$ cat src/rtl/io_bridge_irq_if.sv
// CPU/device bus bundle for io_bridge_irq.
// slave: the bridge itself. master: the CPU plus the device models around it.
interface io_bridge_irq_if #(
    parameter int unsigned N_DEV  = 3,
    parameter int unsigned DATA_W = 32
);
    logic [31:0]             PrAddr;
    logic [DATA_W-1:0]       PrWD;
    logic                    PrWe;
    logic                    PrRe;
    logic [DATA_W-1:0]       PrRD;
    logic                    PrReady;
    logic [1:0]              DEV_Addr;
    logic [DATA_W-1:0]       DEV_WD;
    logic [N_DEV-1:0]        DEV_We;
    logic [N_DEV*DATA_W-1:0] DEV_RD;
    logic [N_DEV-1:0]        DEV_IRQ;
    logic [5:0]              HWInt;

    modport master (
        output PrAddr, PrWD, PrWe, PrRe, DEV_RD, DEV_IRQ,
        input  PrRD, PrReady, DEV_Addr, DEV_WD, DEV_We, HWInt
    );

    modport slave (
        input  PrAddr, PrWD, PrWe, PrRe, DEV_RD, DEV_IRQ,
        output PrRD, PrReady, DEV_Addr, DEV_WD, DEV_We, HWInt
    );
endinterface

$ cat src/rtl/io_bridge_irq.sv
// CPU/peripheral bridge with an N_DEV-slot address decoder, registered read
// data with a one-cycle ready pulse, and an interrupt controller in slot N_DEV
// (IMASK, IPEND, IEDGE, STATUS) driving HWInt[5:0].
// Optional feature macro: IRQ_PRIO_EN (lowest-index priority on HWInt, VECTOR in STATUS).
module io_bridge_irq #(
    parameter int unsigned N_DEV      = 3,
    parameter logic [31:0] BASE_ADDR  = 32'h0000_7F00,
    parameter int unsigned SLOT_SHIFT = 4,
    parameter int unsigned DATA_W     = 32
) (
    input  logic           clk,
    input  logic           rst,
    io_bridge_irq_if.slave bus
);
    typedef enum logic {IDLE, RESP} state_t;

    state_t            state;
    logic [N_DEV-1:0]  imask;
    logic [N_DEV-1:0]  ipend;
    logic [N_DEV-1:0]  iedge;
    logic [N_DEV-1:0]  prev_irq;
    logic              err;

    logic [31:0]       offset;
    logic [31:0]       slot;
    logic              in_range;
    logic              sel_dev;
    logic              sel_ctl;
    logic              accept;
    logic              do_wr;
    logic              do_rd;
    logic [1:0]        reg_sel;
    logic [DATA_W-1:0] dev_data;
    logic [DATA_W-1:0] ctl_data;
    logic [N_DEV-1:0]  active;
    logic [N_DEV-1:0]  hw_sel;
    logic [N_DEV-1:0]  w1c;
    logic [N_DEV-1:0]  rise;
    logic [2:0]        vector;

    assign bus.DEV_Addr = bus.PrAddr[3:2];
    assign bus.DEV_WD   = bus.PrWD;

    // Address decode; strobes are only honoured in IDLE, write beats read
    always_comb begin
        offset   = bus.PrAddr - BASE_ADDR;
        slot     = offset >> SLOT_SHIFT;
        in_range = (bus.PrAddr >= BASE_ADDR);
        sel_dev  = in_range && (slot < 32'(N_DEV));
        sel_ctl  = in_range && (slot == 32'(N_DEV));
        accept   = (state == IDLE) && (bus.PrWe || bus.PrRe);
        do_wr    = accept && bus.PrWe;
        do_rd    = accept && !bus.PrWe;
        reg_sel  = bus.PrAddr[3:2];
    end

    // One-hot device write enable in the accept cycle, killed by reset
    always_comb begin
        bus.DEV_We = '0;
        if (do_wr && sel_dev && !rst) begin
            for (int i = 0; i < int'(N_DEV); i++) begin
                if (slot == 32'(i)) bus.DEV_We[i] = 1'b1;
            end
        end
    end

    // Device read-data select
    always_comb begin
        dev_data = '0;
        for (int i = 0; i < int'(N_DEV); i++) begin
            if (slot == 32'(i)) dev_data = bus.DEV_RD[i*DATA_W +: DATA_W];
        end
    end

    // Interrupt selection: all masked pending bits, or lowest one with its vector
    always_comb begin
        active = ipend & imask;
`ifdef IRQ_PRIO_EN
        hw_sel = '0;
        vector = 3'd0;
        for (int i = int'(N_DEV) - 1; i >= 0; i--) begin
            if (active[i]) begin
                hw_sel    = '0;
                hw_sel[i] = 1'b1;
                vector    = 3'(i + 1);
            end
        end
`else
        hw_sel = active;
        vector = 3'd0;
`endif
    end

    // Controller register read view and per-cycle edge/W1C terms
    always_comb begin
        ctl_data = '0;
        case (reg_sel)
            2'd0: ctl_data = DATA_W'(imask);
            2'd1: ctl_data = DATA_W'(ipend);
            2'd2: ctl_data = DATA_W'(iedge);
            default: begin
                ctl_data[DATA_W-1] = err;
                ctl_data[2:0]      = vector;
            end
        endcase
        w1c  = (do_wr && sel_ctl && reg_sel == 2'd1) ? bus.PrWD[N_DEV-1:0] : '0;
        rise = bus.DEV_IRQ & ~prev_irq;
    end

    // Bus FSM, read capture, controller registers and interrupt pipeline
    always_ff @(posedge clk) begin
        if (rst) begin
            state       <= IDLE;
            bus.PrRD    <= '0;
            bus.PrReady <= 1'b0;
            bus.HWInt   <= '0;
            imask       <= '0;
            ipend       <= '0;
            iedge       <= '0;
            prev_irq    <= '0;
            err         <= 1'b0;
        end else begin
            prev_irq    <= bus.DEV_IRQ;
            bus.HWInt   <= 6'(hw_sel);
            bus.PrReady <= 1'b0;
            for (int i = 0; i < int'(N_DEV); i++) begin
                if (iedge[i]) ipend[i] <= (ipend[i] & ~w1c[i]) | rise[i];
                else          ipend[i] <= bus.DEV_IRQ[i];
            end
            case (state)
                IDLE: begin
                    if (accept) begin
                        state       <= RESP;
                        bus.PrReady <= 1'b1;
                        if (!sel_dev && !sel_ctl) err <= 1'b1;
                        if (do_rd) begin
                            bus.PrRD <= sel_dev ? dev_data : (sel_ctl ? ctl_data : '0);
                        end
                        if (do_wr && sel_ctl) begin
                            case (reg_sel)
                                2'd0:    imask <= bus.PrWD[N_DEV-1:0];
                                2'd2:    iedge <= bus.PrWD[N_DEV-1:0];
                                2'd3:    err   <= 1'b0;
                                default: ;
                            endcase
                        end
                    end
                end
                default: state <= IDLE;
            endcase
        end
    end
endmodule

$ cat src/flat_wrapper.sv
// flat-port wrapper written by rule: the top's interface ports become plain ports
module io_bridge_irq_flat 
#(
    parameter int unsigned N_DEV      = 3,
    parameter logic [31:0] BASE_ADDR  = 32'h0000_7F00,
    parameter int unsigned SLOT_SHIFT = 4,
    parameter int unsigned DATA_W     = 32
)
  (clk, rst, bus_PrAddr, bus_PrWD, bus_PrWe, bus_PrRe, bus_DEV_RD, bus_DEV_IRQ, bus_PrRD, bus_PrReady, bus_DEV_Addr, bus_DEV_WD, bus_DEV_We, bus_HWInt);
  io_bridge_irq_if #(.N_DEV(N_DEV), .DATA_W(DATA_W)) bus_i ();
  input  logic clk;
  input  logic rst;
  input wire logic [$bits(bus_i.PrAddr)-1:0] bus_PrAddr;
  input wire logic [$bits(bus_i.PrWD)-1:0] bus_PrWD;
  input wire logic [$bits(bus_i.PrWe)-1:0] bus_PrWe;
  input wire logic [$bits(bus_i.PrRe)-1:0] bus_PrRe;
  input wire logic [$bits(bus_i.DEV_RD)-1:0] bus_DEV_RD;
  input wire logic [$bits(bus_i.DEV_IRQ)-1:0] bus_DEV_IRQ;
  output wire logic [$bits(bus_i.PrRD)-1:0] bus_PrRD;
  output wire logic [$bits(bus_i.PrReady)-1:0] bus_PrReady;
  output wire logic [$bits(bus_i.DEV_Addr)-1:0] bus_DEV_Addr;
  output wire logic [$bits(bus_i.DEV_WD)-1:0] bus_DEV_WD;
  output wire logic [$bits(bus_i.DEV_We)-1:0] bus_DEV_We;
  output wire logic [$bits(bus_i.HWInt)-1:0] bus_HWInt;
  assign bus_i.PrAddr = bus_PrAddr;
  assign bus_i.PrWD = bus_PrWD;
  assign bus_i.PrWe = bus_PrWe;
  assign bus_i.PrRe = bus_PrRe;
  assign bus_i.DEV_RD = bus_DEV_RD;
  assign bus_i.DEV_IRQ = bus_DEV_IRQ;
  assign bus_PrRD = bus_i.PrRD;
  assign bus_PrReady = bus_i.PrReady;
  assign bus_DEV_Addr = bus_i.DEV_Addr;
  assign bus_DEV_WD = bus_i.DEV_WD;
  assign bus_DEV_We = bus_i.DEV_We;
  assign bus_HWInt = bus_i.HWInt;
  io_bridge_irq #(.N_DEV(N_DEV), .BASE_ADDR(BASE_ADDR), .SLOT_SHIFT(SLOT_SHIFT), .DATA_W(DATA_W)) u_core (.clk(clk), .rst(rst), .bus(bus_i));
endmodule
$ cat config.mk
export PLATFORM = sky130hd
export DESIGN_NAME = io_bridge_irq_flat
export DESIGN_NICKNAME = d
export VERILOG_FILES = /design/src/rtl/io_bridge_irq_if.sv /design/src/rtl/io_bridge_irq.sv /design/src/flat_wrapper.sv
export SDC_FILE = /design/constraint.sdc
export NUM_CORES = 1
export LEC_CHECK = 0
export CORE_MARGIN = 10
export CORE_UTILIZATION = 30
export DETAILED_ROUTE_END_ITERATION = 8
export GPL_ROUTABILITY_DRIVEN = 0
export PLACE_DENSITY_LB_ADDON = 0.3
export SYNTH_ARGS = -nofsm -noshare
export SYNTH_HDL_FRONTEND = slang
export SYNTH_SLANG_ARGS = --single-unit
$ cat constraint.sdc
create_clock -name clk -period 3.54 [get_ports clk]
set_clock_uncertainty 0.1 [all_clocks]
set_input_delay 0.885 -clock clk [delete_from_list [all_inputs] [get_ports clk]]
set_output_delay 0.885 -clock clk [all_outputs]
set_load 0.02 [all_outputs]
==> results_dict.tcl <==
set metrics [dict create \
    final-seq-area_sq_um 981 \
    ir_drop_uv 153 \
    die_w_um 119 \
    syn_area_sq_mm 0.00296 \
    clk_pin_slew_ns 0.09 \
    routedWlPerCell_um 16.9 \
    timing.final.hold_violations 0 \
    first_global_vias 3310 \
    worstPathMaxFanout 3 \
    ys_ff_latch 49 \
    p_sw_uw 305 \
    grt_pass1_wl_um 17600 \
    critPathLaunchType "primary input" \
    synth.distinct_cells 39 \
    yosys_warnings 0 \
    leakagePower_uw 0.00189 \
    drt_iter0_markers 206 \
    drt-total-wl_um 11600 \
    status "finished, final reports clean" \
    setup_viol_count_final 0 \
    synth_area_leaders "dfxtp_1 (33%), nor2_1 (12%), buf_4 (9.4%)" \
    vias 3210 \
    numCtsBuffers 5 \
    powerDensity_mw_per_mm2 241 \
    tritoncts "built" \
    grtUsageTotal_pct 15.1 \
    viasPerCell 4.69 \
    final_net_count 717 \
    dominantRegCellSynth "dfxtp_1" \
    synth_edf_count 0 \
    slowest_stage "clkdlybuf4s50_1" \
    crit_path_end_kind "output pin" \
    slew_viol_final 0 \
    multiInputGateArea_sq_mm 0.00163 \
    p_comb_share_pct 24.6 \
    grt-busiest-layer "met2" \
    critPathRequiredTime_ns 2.55 \
    grt_use_met3_pct 4.20 \
    fin_crit_sh_pct 99.1 \
    pin_count 243 \
    timing.hold.ws_ns 0.358 \
    areaGrowthSynthToFinish_pct 65.2 \
    htree_levels 2 \
    cts_buffer_depth 2 \
    cts_root_buf "clkbuf_8" \
    cts_hold_buf 0 \
    n_antenna_cell 0 \
    syn_inst 396 \
    clock-sinks 49 \
    num_rows 36 \
    portBuffers 179 \
    drtPass1Iterations 4 \
    yosysTopAreaCell "dfxtp_1" \
    synth_top_area_share_pct 33.1 \
    async_flop_share_pct 0 \
    fp.coreArea_sq_mm 0.00968 \
    critPathKind "primary input to output pin" \
    internal-power_uw 874 \
    place_ws_ns -0.557 \
    yosysMostFrequentCell "nor2_1" \
    fmax_ghz 0.285 \
    cp_slowest_stage_delay_ns 0.40 \
    relSlewSlack_pct 62.7 \
    die_h_um 119 \
    postRouteAntennaNets 0 \
    crit_chain "clkdlybuf4s50_1, nor4_1, and3_4, nand3_4, nor4_4, and2_1, buf_4" \
    p_total_uw 1180 \
    min_path_type "register to register" \
    fin_tns_setup_ns 0 \
    met2_usage_pct 26.5 \
    fillers 955 \
    crit_arrival_ns 2.52 \
    min_period_ns 3.51 \
    grt_max_degree 35 \
    drc_errors 0 \
    drv_cap 0 \
    worst_slew_pin_slew_ns 0.555 \
    pwr-share-clk_pct 27.9 \
    avgSynthCellArea_sq_um 7.48 \
    synth_commonest_cells "nor2_1 (96), dfxtp_1 (49), nand2_1 (47)" \
    grt_overflow 0 \
    die-area_sq_mm 0.0142 \
    start_util_pct 30.6 \
    sw_frac_of_total_pct 25.9 \
    drive_gt1_share_pct 12.5 \
    antenna_found_initial 0 \
    grtUsageMet1_pct 18.1 \
    fin_ws_ns 0.0326 \
    seq_power_share_pct 47.5 \
    clk_latency_ns 0.29 \
    ys_seq_area_share_pct 33.1 \
    dpl.hpwl_um 9240 \
]
[registers in the layout, indices dropped and copies added, names as in the netlist]
signal	cells
u_core.bus.PrRD	32
u_core.bus.HWInt	3
u_core.iedge	3
u_core.imask	3
u_core.ipend	3
u_core.prev_irq	3
u_core.bus.PrReady	1
u_core.err	1
[worst max-delay path, delay by kind of cell]
kind	cells	cell delay [ns]
and+or+nand+nor	5	1.09
buffers and inverters	2	0.54
[cell type report]
type                    instances  share of cell area, %
clock buffers                   6                   1.48
multi-input cells             284                   33.4
flip-flops and latches         49                   20.0
well taps                     133                   3.40
inverters                       3                  0.230
clock inverters                 2                  0.205
repair buffers                207                   41.2
[timing repair]
item | 4_1_cts | 5_1_grt
setup buffers | 2 | 2
gates resized for setup | 21 | 14
pin swaps | 4 | 8
setup endpoints to repair | 3 | 3
[kinds of logic (layout without fill, tap and decap cells)]
group | count (synthesis) | in the layout | share of synthesized area [%]
AOI/OAI and AO/OA | 76 | 76 | 18.8
buffers and inverters | 65 | 218 | 13.7
DFF | 49 | 49 | 33.1
muxes | 9 | 9 | 3.46
other | 1 | 3 | 0.127
and+or+nand+nor | 196 | 196 | 30.8
[metal layers]
layer | vias up | wire length (um)
met3 | 19 | 941
met4 | 0 | 138
met1 | 1436 | 4800
met2 | 141 | 5710
met5 | - | 0
li1 | 1614 | -
[power groups by stage]
stage	clock network, uW	registers (uW)	logic [uW]
finish	329	560	290
global route	361	561	312
CTS	342	560	287
detailed placement	0	573	286
global placement	0	572	283
floorplan	0	573	144
[per-stage QoR]
step / std cells / utilization (%) / cell area [sq um]
2_1_floorplan: 398 / - / 2970
3_3_place_gp: 672 / 48.8 / 4730
5_1_grt: 684 / 50.5 / 4890
3_5_place_dp: 672 / 48.8 / 4730
4_1_cts: 682 / 49.9 / 4830
6_report: 684 / 50.5 / 4890
[cell usage in the layout (no fill, tap or decap), types with 3 or more instances in the layout]
cell type,netlist,layout
inv_1,3,3
mux2i_1,8,8
nand3_1,6,5
o211ai_1,3,3
buf_4,37,28
and3_1,4,3
nor2_1,96,95
o31ai_1,11,11
clkbuf_8,0,5
o21ai_0,6,6
dfxtp_1,49,49
conb_1,1,3
clkdlybuf4s50_1,0,168
and3b_1,3,3
nor2b_1,9,7
nand2_1,47,47
a311oi_1,3,3
nand3b_1,3,3
nor3_1,7,7
a21oi_1,35,35
dlymetal6s2s_1,0,5
nand4_1,3,3
o31ai_2,17,17
[path summary, 6_finish.rpt]
path	slack, ns	startpoint	end	cells after the start
hold reg to reg	0.36	u_core.bus.PrRD[22]	u_core.bus.PrRD[22]	2
hold / removal	0.36	u_core.bus.PrRD[22]	u_core.bus.PrRD[22]	2
setup / recovery	0.03	bus_PrAddr[22]	bus_DEV_We[1]	7
setup reg to reg	1.75	u_core.bus.PrReady	u_core.bus.PrRD[27]	5
(Power assumes the default switching activity.)
